`config.mk`:
```
export PLATFORM = sky130hd
export DESIGN_NAME = dma_fifo_burst_ctrl
export DESIGN_NICKNAME = d
export VERILOG_FILES = /design/src/rtl/dma_fifo_burst_ctrl.sv
export SDC_FILE = /design/constraint.sdc
export NUM_CORES = 1
export LEC_CHECK = 0
export BUFFER_PORTS_ARGS = -buffer_cell sky130_fd_sc_hd__buf_4
export CORE_ASPECT_RATIO = 1.25
export CORE_MARGIN = 1
export CORE_UTILIZATION = 43
export CTS_BUF_LIST = sky130_fd_sc_hd__clkbuf_8
export CTS_CLUSTER_SIZE = 20
export DETAILED_ROUTE_END_ITERATION = 7
export HOLD_SLACK_MARGIN = 0.05
export PLACE_DENSITY = 0.92
export RECOVER_POWER = 25
export REMOVE_ABC_BUFFERS = 1
export SLEW_MARGIN = 5
export SYNTH_ARGS = -nofsm -noshare
export SYNTH_HDL_FRONTEND = slang
export SYNTH_SLANG_ARGS = --single-unit
```
`constraint.sdc`:
```
create_clock -name clk -period 2.8 [get_ports clk]
set_clock_uncertainty 0.05 [all_clocks]
set_input_delay 0 -clock clk [delete_from_list [all_inputs] [get_ports clk]]
set_output_delay 0 -clock clk [all_outputs]
set_load 0.02 [all_outputs]
```
`src/rtl/dma_fifo_burst_ctrl.sv`:
```
// Read-side burst sequencer for the external-memory DMA FIFO: groups queued
// words into bounded bursts, requests the bus master, then streams one beat per pull.
module dma_fifo_burst_ctrl #(
  parameter int DWIDTH    = 64,
  parameter int AWIDTH    = 8,
  parameter int BURST_LEN = 16,
  parameter int TIMEOUT   = 64
) (
  input  logic              clk,
  input  logic              rst_n,
  input  logic              enable,
  input  logic              flush,
  input  logic [AWIDTH:0]   fifo_depth_left,
  input  logic              fifo_empty,
  input  logic [DWIDTH-1:0] fifo_data,
  output logic              fifo_pull,
  output logic              burst_req,
  input  logic              burst_gnt,
  output logic [AWIDTH:0]   burst_beats,
  output logic              m_valid,
  input  logic              m_ready,
  output logic [DWIDTH-1:0] m_data,
  output logic              m_last,
  output logic              busy,
  output logic              flush_done
);

  localparam int              TW         = $clog2(TIMEOUT + 1);
  localparam logic [AWIDTH:0] FIFO_DEPTH = {1'b1, {AWIDTH{1'b0}}};
  localparam logic [AWIDTH:0] BLEN       = BURST_LEN[AWIDTH:0];
  localparam logic [AWIDTH:0] ONE        = {{AWIDTH{1'b0}}, 1'b1};
  localparam logic [TW-1:0]   TMAX       = TIMEOUT[TW-1:0];
  localparam logic [TW-1:0]   TONE       = {{(TW-1){1'b0}}, 1'b1};

  typedef enum logic [1:0] {IDLE, REQ, XFER} state_t;

  state_t          state;
  state_t          state_nxt;
  logic [AWIDTH:0] occ;
  logic [AWIDTH:0] beat_cnt;
  logic [TW-1:0]   timer;
  logic            flush_pend;
  logic            trigger;

  // depth_left never exceeds FIFO_DEPTH, so this subtraction cannot wrap
  assign occ    = FIFO_DEPTH - fifo_depth_left;
  assign m_data = fifo_data;
  assign busy   = (state != IDLE);

  always_comb begin
    state_nxt  = state;
    burst_req  = 1'b0;
    m_valid    = 1'b0;
    fifo_pull  = 1'b0;
    m_last     = 1'b0;
    flush_done = 1'b0;
    trigger    = enable && ((occ >= BLEN) ||
                            ((occ != '0) && (timer == TMAX)) ||
                            (flush_pend && (occ != '0)));
    case (state)
      IDLE: begin
        flush_done = flush_pend && (occ == '0);
        if (trigger) state_nxt = REQ;
      end
      REQ: begin
        // held until granted regardless of enable
        burst_req = 1'b1;
        if (burst_gnt) state_nxt = XFER;
      end
      XFER: begin
        m_valid   = !fifo_empty;
        fifo_pull = m_valid && m_ready;
        m_last    = m_valid && (beat_cnt == (burst_beats - ONE));
        if (fifo_pull && m_last) state_nxt = IDLE;
      end
      default: state_nxt = IDLE;
    endcase
  end

  always_ff @(posedge clk or negedge rst_n) begin
    if (!rst_n) state <= IDLE;
    else        state <= state_nxt;
  end

  always_ff @(posedge clk or negedge rst_n) begin
    if (!rst_n) begin
      burst_beats <= '0;
      beat_cnt    <= '0;
      timer       <= '0;
      flush_pend  <= 1'b0;
    end else begin
      if ((state == IDLE) && trigger) begin
        burst_beats <= (occ >= BLEN) ? BLEN : occ;
        beat_cnt    <= '0;
      end else if (fifo_pull) begin
        beat_cnt <= beat_cnt + ONE;
      end

      // timer only measures how long a partial FIFO has been sitting idle
      if ((state != IDLE) || (state_nxt != IDLE) || (occ == '0))
        timer <= '0;
      else if ((occ < BLEN) && (timer != TMAX))
        timer <= timer + TONE;

      if (flush)           flush_pend <= 1'b1;
      else if (flush_done) flush_pend <= 1'b0;
    end
  end

endmodule

```
==> impl_results.md <==
- Largest net degree at the start of global routing: 29
- Global route overflow: 0
- Hold slack final: 0.0766 ns
- Cell count after placement: 287
- VDD IR-drop max: 346 uV
- Max_cap viols: 1
- Setup Total Neg Slack: 0 ns
- DRC violations left: 0
- Final hold violations: 0
- Yosys reg bits: 28
- Leakage: 1.22 nW
- Status: complete, but fails checks
- H-tree lvl count: 1
- Synth top area share: 29.9%
- FMAX: 366 MHz
- Max clock buf depth: 2
- # rows: 29
- Synthesized instance count: 267
- Critical Path AT: 2.68 ns
- CTS tree: yes
- Nets: 386
- Die Area: 0.00576 mm2
- GRT Total Usage: 39.9%
- Port-buffer cells: 30
- Hold Path Class: in -> reg
- Synth area leaders: dfrtp_1 (30%), buf_4 (20%), xnor2_1 (3.4%)
- Slew @ Worst Pin: 1.53 ns
- Area post-placement: 0.00214 mm2
- Final antenna-violating net count: 0
- EDFF count, synth: 0
- Clk_lat worst skew: 0.29 ns
- GPL Wtd Cong: 0.984
- Final period demand of the worst path: 2.73 ns
- Syn avg cell area: 8.79 um2
- Design area: 0.00294 mm2
- Synth Cell Area: 0.00235 mm2
- Synth warn: 0
- Yosys cell types: 49
- Root buffer cell: clkbuf_8
- Wire length per cell: 28.3 um
- Via count: 2318
- CTS Buf Count: 3
- Fill count: 435
- Core box area: 0.00515 mm2
- Clk slew on worst S/H paths: 0.09 ns
- Sequential-to-total area share from yosys stat: 29.9%
- Starting DRT DRC Count: 169
- Non-Filler Instances: 371
- Die W: 68.1 um
- Area Overhead vs Synth: 25.2%
- Via density: 6.25
- Slew Limit Fails: 29
- Worst setup EP type: primary output
- Chip height: 84.6 um
- Antenna violations before repair: 6
- Setup crit start kind: flip-flop
- Setup bufs post-CTS: 0
- CTS Sinks: 28
- Multi-input gate area: 0.00107 mm2
- Starting Density: 45.5%
- Rel. slew slack: -2.24%
- Final period util: 97.5%
- Pwr/cell area: 473 mW/mm2
- Failing checks: max-capacitance violations, max-slew violations
- Critical path peak fanout: 8
- Tot Pwr: 1.39 mW
- Number of global-route vias before repair: 2325
- Worst Path Required: 2.75 ns
- First-pass GRT wire length: 15700 um
- # setup viols final: 0
- Layout cell share with drive strength beyond 1: 13.7%
- DPL Wire Length: 8500 um
- Worst R2R Setup Slack: 0.57 ns
- Type of the worst setup path: reg -> out
- Drt total wl: 10500 um
- FF/Latch Area: 702 um2
- FFs w/ async S/R, synth: 100%
- Main flop type after synthesis: dfrtp_1
- 1st-pass router iterations: 5
- IO Pins: 159
- Area leader, netlist: dfrtp_1
## critical path: stages, from the launching register on
cell and delay (ns):
dfrtp_2 0.48, inv_1 0.09, ha_1 0.33, nor3b_2 0.35
nand2_1 0.14, xnor2_1 0.19, a211oi_1 0.30, nor4bb_1 0.33
buf_4 0.19
## final timing paths
| kind | from | end | depth (start not counted) |
|---|---|---|---|
| setup / recovery | burst_beats[0]$_DFFE_PN0P_ | m_last | 8 |
| hold / removal | fifo_depth_left[2] | burst_beats[2]$_DFFE_PN0P_ | 3 |
| setup reg to reg | burst_beats[0]$_DFFE_PN0P_ | state[1]$_DFF_PN0_ | 7 |
| hold reg to reg | timer[5]$_DFFE_PN0P_ | timer[5]$_DFFE_PN0P_ | 2 |
| max in group asynchronous | rst_n | burst_beats[0]$_DFFE_PN0P_ | 2 |
| min in group asynchronous | rst_n | beat_cnt[2]$_DFFE_PN0P_ | 2 |
## power breakdown
part | switching (mW) | internal [mW]
Combinational | 0.354 | 0.220
Clock | 0.136 | 0.192
Sequential | 0.0522 | 0.433
Total | 0.542 | 0.846
## cell families (layout without fill, tap and decap cells)
group,count (synthesis),count (layout),synth area share (%)
buffers and inverters,87,119,24.5
and+or+nand+nor,81,81,20.3
AOI/OAI and AO/OA,44,44,14.1
DFF,28,28,29.9
xor gates and xnor gates,18,18,6.72
adders and majority gates,6,6,3.20
muxes,3,3,1.28
other,0,10,0
## area by class of cell
type | instances | area share, %
multi-input cells | 152 | 36.6
clock buffers | 3 | 1.41
repair buffers | 102 | 31.9
inverters | 13 | 1.66
flip-flops and latches | 28 | 23.9
diodes | 10 | 0.852
well taps | 62 | 2.64
clock inverters | 1 | 1.02
## state kept, by name, indices dropped and copies added, names as in the netlist
| name | flops |
|---|---|
| beat_cnt | 9 |
| burst_beats | 9 |
| timer | 7 |
| state | 2 |
| flush_pend | 1 |
## repair_timing
item / 4_1_cts / 5_1_grt
endpoints found under the setup margin: 0 / 1
hold buffers: 70 / 0
resized for setup: 0 / 2
endpoints found under the hold margin: 98 / 0
## Yosys cell counts, types with 5 or more instances
master and count:
clkbuf_1 7, xor2_1 9, o21ai_0 8, a211oi_1 10, nand2_1 8, xnor2_1 9
nor2_1 14, or4_1 5, inv_1 13, buf_4 64, nand2b_1 7, nor3_1 7
dfrtp_1 28, nand3_1 10, ha_1 6
## per-stage QoR
step	utilization [%]	setup WS (ns)
2_1_floorplan	-	0.285
3_3_place_gp	41.5	0.611
3_5_place_dp	41.5	0.609
4_1_cts	56.5	0.239
5_1_grt	56.8	-0.0508
6_report	57.0	0.0703
## layout by cell type, fill, tap and decap left out, types with 2 or more instances in the layout
cell type / n
a211oi_1: 10
a21oi_1: 2
a22o_1: 3
a32o_1: 3
a32oi_1: 3
and2_1: 4
and3_1: 2
buf_4: 31
clkbuf_8: 3
dfrtp_1: 27
diode_2: 10
dlygate4sd3_1: 70
ha_1: 6
inv_1: 13
mux2i_1: 3
nand2_1: 8
nand2b_1: 7
nand3_1: 10
nand3b_1: 2
nand4_1: 3
nor2_1: 14
nor3_1: 7
nor3b_2: 2
nor4_1: 4
nor4b_1: 3
nor4bb_1: 2
o21ai_0: 8
o21ai_1: 2
o31ai_1: 4
or3_1: 3
or4_1: 5
xnor2_1: 9
xor2_1: 9
## layer usage
metal	vias to the layer above	share of wire, %	global-route usage [%]
met5	-	0	1.92
met4	0	5.6	25.0
met3	41	13	23.4
met2	215	50	62.4
met1	1101	31	38.9
li1	961	-	-
No activity file was read; power rests on OpenSTA's default activity.
